## config.mk

```make
export PLATFORM = sky130hd
export DESIGN_NAME = pipelined_slice_adder_flat
export DESIGN_NICKNAME = d
export VERILOG_FILES = /design/src/rtl/pipelined_slice_adder_if.sv /design/src/rtl/pipelined_slice_adder.sv /design/src/flat_wrapper.sv
export SDC_FILE = /design/constraint.sdc
export NUM_CORES = 1
export LEC_CHECK = 0
export CORE_ASPECT_RATIO = 1.4
export CORE_MARGIN = 2
export CORE_UTILIZATION = 40
export DETAILED_ROUTE_END_ITERATION = 8
export GPL_ROUTABILITY_DRIVEN = 0
export PLACE_DENSITY = 0.65
export SLEW_MARGIN = 10
export SYNTH_ARGS = -nofsm -noshare
export SYNTH_HDL_FRONTEND = slang
export SYNTH_SLANG_ARGS = --single-unit
```

## constraint.sdc

```tcl
create_clock -name clk -period 4 [get_ports clk]
set_clock_uncertainty 0.1 [all_clocks]
set_input_delay 0.8 -clock clk [delete_from_list [all_inputs] [get_ports clk]]
set_output_delay 0.8 -clock clk [all_outputs]
set_load 0.01 [all_outputs]
```

## src/rtl/pipelined_slice_adder_if.sv

```systemverilog
// Handshake bundle for pipelined_slice_adder: operand side (in_*) and result side (out_*).
// PIPELINED_SLICE_ADDER_SUB_EN adds the per-operation 'sub' mode bit.
interface pipelined_slice_adder_if #(
  parameter int WIDTH = 16
) ();
  logic             in_valid;
  logic             in_ready;
  logic [WIDTH-1:0] a;
  logic [WIDTH-1:0] b;
  logic             cin;
`ifdef PIPELINED_SLICE_ADDER_SUB_EN
  logic             sub;
`endif
  logic             out_valid;
  logic             out_ready;
  logic [WIDTH-1:0] sum;
  logic             cout;
  logic             ovf;

`ifdef PIPELINED_SLICE_ADDER_SUB_EN
  modport master (
    output in_valid, a, b, cin, sub, out_ready,
    input  in_ready, out_valid, sum, cout, ovf
  );
  modport slave (
    input  in_valid, a, b, cin, sub, out_ready,
    output in_ready, out_valid, sum, cout, ovf
  );
`else
  modport master (
    output in_valid, a, b, cin, out_ready,
    input  in_ready, out_valid, sum, cout, ovf
  );
  modport slave (
    input  in_valid, a, b, cin, out_ready,
    output in_ready, out_valid, sum, cout, ovf
  );
`endif
endinterface

```

## src/rtl/pipelined_slice_adder.sv

```systemverilog
// WIDTH-bit adder built as a chain of SLICE-bit adds, one slice per pipeline stage.
// Optional subtract mode is enabled by defining PIPELINED_SLICE_ADDER_SUB_EN.
module pipelined_slice_adder #(
  parameter int WIDTH = 16,
  parameter int SLICE = 4
) (
  input logic                   clk,
  input logic                   rst,
  pipelined_slice_adder_if.slave bus
);

  localparam int NSLICE = WIDTH / SLICE;

  logic en_s;
  logic out_valid_s;

  // Whole pipeline advances together whenever the output register is free or being drained.
  always_comb begin
    en_s = !out_valid_s || bus.out_ready;
  end

  assign bus.in_ready = en_s;

  for (genvar k = 0; k < NSLICE; k++) begin : g_stage
    localparam int SRC_W = WIDTH - k * SLICE;  // operand bits not yet consumed
    localparam int LO_W  = (k + 1) * SLICE;    // sum bits completed after this stage

    logic [SRC_W-1:0] src_a_s;
    logic [SRC_W-1:0] src_b_s;
    logic             src_valid_s;
    logic             src_carry_s;
    logic             src_sub_s;
    logic [LO_W-1:0]  sum_next_s;
    logic [SLICE-1:0] b_slice_s;
    logic [SLICE:0]   add_s;

    logic             valid_r;
    logic             carry_r;
    logic [LO_W-1:0]  sum_r;

    if (k == 0) begin : g_head
`ifdef PIPELINED_SLICE_ADDER_SUB_EN
      assign src_sub_s   = bus.sub;
`else
      assign src_sub_s   = 1'b0;
`endif
      assign src_a_s     = bus.a;
      assign src_b_s     = bus.b;
      assign src_valid_s = bus.in_valid;
      assign src_carry_s = bus.cin ^ src_sub_s;
      assign sum_next_s  = add_s[SLICE-1:0];
    end else begin : g_body
      assign src_sub_s   = g_stage[k-1].g_skew.sub_r;
      assign src_a_s     = g_stage[k-1].g_skew.a_hi_r;
      assign src_b_s     = g_stage[k-1].g_skew.b_hi_r;
      assign src_valid_s = g_stage[k-1].valid_r;
      assign src_carry_s = g_stage[k-1].carry_r;
      assign sum_next_s  = {add_s[SLICE-1:0], g_stage[k-1].sum_r};
    end

    // Slice adder: subtract mode inverts B here, the +1 enters through the stage-1 carry.
    always_comb begin
      b_slice_s = src_b_s[SLICE-1:0] ^ {SLICE{src_sub_s}};
      add_s     = {1'b0, src_a_s[SLICE-1:0]} + {1'b0, b_slice_s} + {{SLICE{1'b0}}, src_carry_s};
    end

    // Stage register: valid, carry out of this slice and the completed low sum bits.
    always_ff @(posedge clk) begin
      if (rst) begin
        valid_r <= 1'b0;
        carry_r <= 1'b0;
        sum_r   <= {LO_W{1'b0}};
      end else if (en_s) begin
        valid_r <= src_valid_s;
        carry_r <= add_s[SLICE];
        sum_r   <= sum_next_s;
      end
    end

    if (k < NSLICE - 1) begin : g_skew
      logic [SRC_W-SLICE-1:0] a_hi_r;
      logic [SRC_W-SLICE-1:0] b_hi_r;
      logic                   sub_r;

      // Skew registers carry the untouched upper operand slices and the op mode forward.
      always_ff @(posedge clk) begin
        if (rst) begin
          a_hi_r <= {(SRC_W-SLICE){1'b0}};
          b_hi_r <= {(SRC_W-SLICE){1'b0}};
          sub_r  <= 1'b0;
        end else if (en_s) begin
          a_hi_r <= src_a_s[SRC_W-1:SLICE];
          b_hi_r <= src_b_s[SRC_W-1:SLICE];
          sub_r  <= src_sub_s;
        end
      end
    end else begin : g_tail
      logic msb_carry_s;
      logic ovf_r;

      // Carry into the MSB is recovered from the MSB's own sum bit and its operands.
      always_comb begin
        msb_carry_s = src_a_s[SLICE-1] ^ b_slice_s[SLICE-1] ^ add_s[SLICE-1];
      end

      // Signed overflow flag lives in the output stage beside sum and cout.
      always_ff @(posedge clk) begin
        if (rst) begin
          ovf_r <= 1'b0;
        end else if (en_s) begin
          ovf_r <= msb_carry_s ^ add_s[SLICE];
        end
      end
    end
  end

  assign out_valid_s   = g_stage[NSLICE-1].valid_r;
  assign bus.out_valid = out_valid_s;
  assign bus.sum       = g_stage[NSLICE-1].sum_r;
  assign bus.cout      = g_stage[NSLICE-1].carry_r;
  assign bus.ovf       = g_stage[NSLICE-1].g_tail.ovf_r;

endmodule
```

## src/flat_wrapper.sv

```systemverilog
// flat-port wrapper written by rule: the top's interface ports become plain ports
module pipelined_slice_adder_flat 
#(
  parameter int WIDTH = 16,
  parameter int SLICE = 4
)
  (clk, rst, bus_in_valid, bus_a, bus_b, bus_cin, bus_out_ready, bus_in_ready, bus_out_valid, bus_sum, bus_cout, bus_ovf);
  pipelined_slice_adder_if #(.WIDTH(WIDTH)) bus_i ();
  input logic clk;
  input logic rst;
  input wire logic [$bits(bus_i.in_valid)-1:0] bus_in_valid;
  input wire logic [$bits(bus_i.a)-1:0] bus_a;
  input wire logic [$bits(bus_i.b)-1:0] bus_b;
  input wire logic [$bits(bus_i.cin)-1:0] bus_cin;
  input wire logic [$bits(bus_i.out_ready)-1:0] bus_out_ready;
  output wire logic [$bits(bus_i.in_ready)-1:0] bus_in_ready;
  output wire logic [$bits(bus_i.out_valid)-1:0] bus_out_valid;
  output wire logic [$bits(bus_i.sum)-1:0] bus_sum;
  output wire logic [$bits(bus_i.cout)-1:0] bus_cout;
  output wire logic [$bits(bus_i.ovf)-1:0] bus_ovf;
  assign bus_i.in_valid = bus_in_valid;
  assign bus_i.a = bus_a;
  assign bus_i.b = bus_b;
  assign bus_i.cin = bus_cin;
  assign bus_i.out_ready = bus_out_ready;
  assign bus_in_ready = bus_i.in_ready;
  assign bus_out_valid = bus_i.out_valid;
  assign bus_sum = bus_i.sum;
  assign bus_cout = bus_i.cout;
  assign bus_ovf = bus_i.ovf;
  pipelined_slice_adder #(.WIDTH(WIDTH), .SLICE(SLICE)) u_core (.clk(clk), .rst(rst), .bus(bus_i));
endmodule
```

Word level (Yosys, flattened, before mapping)

Index checks and enable logic that the tools add are counted.

Register bits after elaboration: 97
Input bits: 37
Output and inout port bits: 20
Word-level logic and storage cells: 32

$add $sub $neg: 8
Bitwise gates (word level): 3
Reductions and logical operators: 2

Operators by type and width:

| cell               | count |
|---|---|
| $add A4 B4 Y5      | 4 |
| $add A5 B1 Y5      | 4 |
| $xor A1 B1 Y1      | 3 |
| $logic_not A1 Y1   | 1 |
| $logic_or A1 B1 Y1 | 1 |

Logic depth before layout (Yosys ltp)

Depth after elaboration: 4
Mapped depth: 7

Worst setup path before layout

No wires, ideal clock.

Path type: input port to flip-flop
Start point: in bus_cin
End point: reg u_core.g_stage[0].carry_r
Setup time: 0.079 ns
Arrival time: 2.030 ns
Required time: 3.821 ns
Slack: 1.791 ns
Stages on the path: 6
Path buffers: 0
Cells stage by stage: inv_1 > fa_1 > fa_1 > nor2b_1 > o21ai_0 > a211oi_2

Cells in the longest elaborated chain, start to end: 1

RTL lines:

| element              | RTL line                    | text |
|---|---|---|
| from (decl)          | flat_wrapper.sv:14          | `input wire logic [$bits(bus_i.cin)-1:0] bus_cin;` |
| $add A5 B1 Y5        | pipelined_slice_adder.sv:64 | `add_s = {1'b0, src_a_s[SLICE-1:0]} + {1'b0, b_slice_s} + {{SLICE{1'b0}}, src_carry_s};` |
| to (signal assigned) | pipelined_slice_adder.sv:75 | `carry_r <= add_s[SLICE];` |
| to (decl)            | pipelined_slice_adder.sv:38 | `logic carry_r;` |

Every way passes these cells.
A chain may end at the register's enable or synchronous reset.

Final worst setup path

Start point: in bus_out_ready
End point: out bus_in_ready

Cells in the longest elaborated chain, start to end: 1

RTL lines:

| element            | RTL line                    | text |
|---|---|---|
| from (decl)        | flat_wrapper.sv:15          | `input wire logic [$bits(bus_i.out_ready)-1:0] bus_out_ready;` |
| $logic_or A1 B1 Y1 | pipelined_slice_adder.sv:19 | `en_s = !out_valid_s \|\| bus.out_ready;` |
| to (decl)          | flat_wrapper.sv:16          | `output wire logic [$bits(bus_i.in_ready)-1:0] bus_in_ready;` |

Every way passes these cells.

==> metrics.md <==
| Metric | Value |
|---|---|
| Post-synth ARST share | 0 |
| Crit Path Max Fanout | 2 |
| Initial antenna violation count | 0 |
| Antenna Nets Post-Route | 0 |
| Total die area | 10800 µm² |
| Total of max-cap violations | 0 |
| Clk_lat worst skew | 0.34 ns |
| CTS tree | yes |
| R2r setup slk | 1.82 ns |
| Fmax | 352 MHz |
| Final Cell Area | 4890 µm² |
| I/O pin cnt | 57 |
| Top-count cell post-synth | nand2_1 |
| Slew @ Worst Pin | 1.05 ns |
| Largest net degree at the start of global routing | 105 |
| Rows | 43 |
| Mapped Cells | 476 |
| Seq/Total Area, Yosys | 0.486 |
| CP max stage cell | clkdlybuf4s50_1 |
| Distinct cells, synth | 31 |
| CP startpoint kind | input port |
| Largest area contributor in the netlist | dfxtp_1 |
| Synth area leaders | dfxtp_1, nand2_1, a21oi_1 |
| Clock Tree Buf Depth | 2 |
| Hold_ws | 0.349 ns |
| Setup violations, final | 0 |
| Unrepaired setup endpoints after global routing | no |
| Clock sink count | 97 |
| Arr. time, crit path | 1.94 ns |
| Vias in the first global route | 3018 |
| Avg WL per Cell | 11.5 µm |
| # resized after CTS | 0 |
| Post-route insts no fill | 652 |
| Worst slew margin | 0.301 |
| Ys flop type | dfxtp_1 |
| Gr ovfl total | 0 |
| Fin. Hold Viols | 0 |
| Leakage | 1.90 nW |
| Placeable Area | 9790 µm² |
| Final wirelength | 7.50 mm |
| Layout cell share with drive strength beyond 1 | 0.0580 |
| Power density over the cells | 458 nW/µm² |
| Syn Nets | 533 |
| Flops & latches, synth | 97 |
| GRT Util Overall | 0.155 |
| CTS root buf | clkbuf_16 |
| Iter 0 DRT Violations | 165 |
| Post-Syn Area | 4000 µm² |
| Die height | 122 µm |
| Fin. max-slew vios | 0 |
| Final Power | 0.00224 W |
| Tcrit/Tclk final | 0.711 |
| CP most frequent cell | clkdlybuf4s50_1 |
| Critical path cell sequence | clkdlybuf4s50_1 > nor2b_4 > inv_2 > clkdlybuf4s50_1 |
| Remaining DRCs | 0 |
| Synth top area share | 0.486 |
| Post-CTS Setup Bufs | 0 |
| Area grow syn2layout | 22.3% |
| Global-route wire length before repair | 13.2 mm |
| Setup Crit Path Kind | in2out |
| Avg Synthesized Cell Area | 8.40 µm² |
| Drt pass-1 iters | 4 |
| Diodes inserted | 0 |
| Register clock-pin slew on the reported worst setup and hold paths | 0.06 ns |
| Placed instance area | 4520 µm² |
| Nets@finish | 569 |
| Post-DP HPWL | 4.80 mm |
| Via count | 3098 |
| Commonest cells post-synth | nand2_1, dfxtp_1, a21oi_1 |
| Peak supply drop | 0.230 mV |
| Die X | 88.5 µm |
| # hold bufs at CTS | 0 |
| Worst endpoint required time | 3.10 ns |
| Setup TNS | 0 ns |
| Status | complete, no violations |
| Post-synth EDFFs | 0 |
| Initial Utilization | 0.408 |
| I/O Buffers | 56 |
| Max incr delay on CP | 0.54 ns |
| HP Class | reg2reg |
| Cell count after placement | 636 |
| CTS buffer count | 9 |
| Worst Setup End Kind | primary output |
| DR vias/cell | 4.75 |
| Final Critical Period | 2.84 ns |
| H-Tree Depth | 3 |
| Syn. warnings | 0 |
-- power breakdown --
| group | internal [W] | total (W) | leakage (nW) | switching [W] |
|---|---|---|---|---|
| logic | 0.0000941 | 0.000177 | 0.923 | 0.0000833 |
| registers | 0.00102 | 0.00105 | 0.797 | 0.0000297 |
| clock network | 0.000662 | 0.00101 | 0.175 | 0.000350 |
-- through the flow --
step / setup WS [ns] / util
2_1_floorplan: 1.79 / -
3_3_place_gp: 1.12 / 0.462
3_5_place_dp: 1.10 / 0.462
4_1_cts: 1.14 / 0.499
5_1_grt: 1.13 / 0.499
6_report: 1.16 / 0.499
-- worst max-delay path, delay by kind of cell --
kind | cells | cell delay (ns)
and+or+nand+nor | 1 | 0.05
buffers and inverters | 3 | 1.09
-- cell families after synthesis --
logic type,Yosys count,share of synthesized area
AND/OR/NAND/NOR,202,0.209
XOR/XNOR,4,0.00877
AO/OA/AOI/OAI,105,0.151
buffers and inverters,48,0.0679
flip-flops,97,0.486
adder cells (fa/ha/maj),20,0.0776
-- worst paths after layout --
check	from	to	depth (start not counted)
min	u_core.bus.sum[6]$_SDFFE_PP0P_	u_core.bus.sum[6]$_SDFFE_PP0P_	2
max	bus_out_ready	bus_in_ready	4
max reg2reg	u_core.g_stage[2].g_skew.b_hi_r[0]$_SDFFE_PP0P_	u_core.bus.ovf$_SDFFE_PP0P_	7
min reg2reg	u_core.bus.sum[6]$_SDFFE_PP0P_	u_core.bus.sum[6]$_SDFFE_PP0P_	2
-- state kept, by name, indices dropped and copies added, names as in the netlist --
register,count
u_core.g_stage.g_skew.a_hi_r,24
u_core.g_stage.g_skew.b_hi_r,24
u_core.g_stage.sum_r,24
u_core.bus.sum,16
u_core.g_stage.carry_r,3
u_core.g_stage.valid_r,3
u_core.bus.cout,1
u_core.bus.out_valid,1
u_core.bus.ovf,1
-- routing by layer --
metal / up-vias / wire length [µm] / GRT usage
met5: - / 0 / 0
met4: 0 / 286 / 0.0956
met3: 17 / 197 / 0.0229
met2: 45 / 3710 / 0.267
met1: 1417 / 3310 / 0.177
li1: 1619 / - / -
-- layout make-up --
type,count,area [µm²]
clock inverter,4,97.6
multi-input combinational,331,1780
clock buffer,12,267
fill,999,4900
tap,135,169
timing repair buffer,58,573
inverter,15,56.3
sequential,97,1940
-- layout by cell type (no fill, tap or decap), types with 2 or more instances in the layout --
cell	n
nand2_1	161
dfxtp_1	97
a21oi_1	85
clkdlybuf4s50_1	55
nor2_1	18
inv_1	14
ha_1	12
clkbuf_16	9
a211oi_2	8
fa_1	8
nand3b_1	5
xnor2_1	4
nand3_1	4
o21ai_0	4
nor2b_1	3
a21o_1	3
bufinv_16	3
clkbuf_8	3
buf_4	3
nand2b_1	2
or4_1	2
nand4b_1	2
nor3_1	2
(Power assumes the default switching activity.)
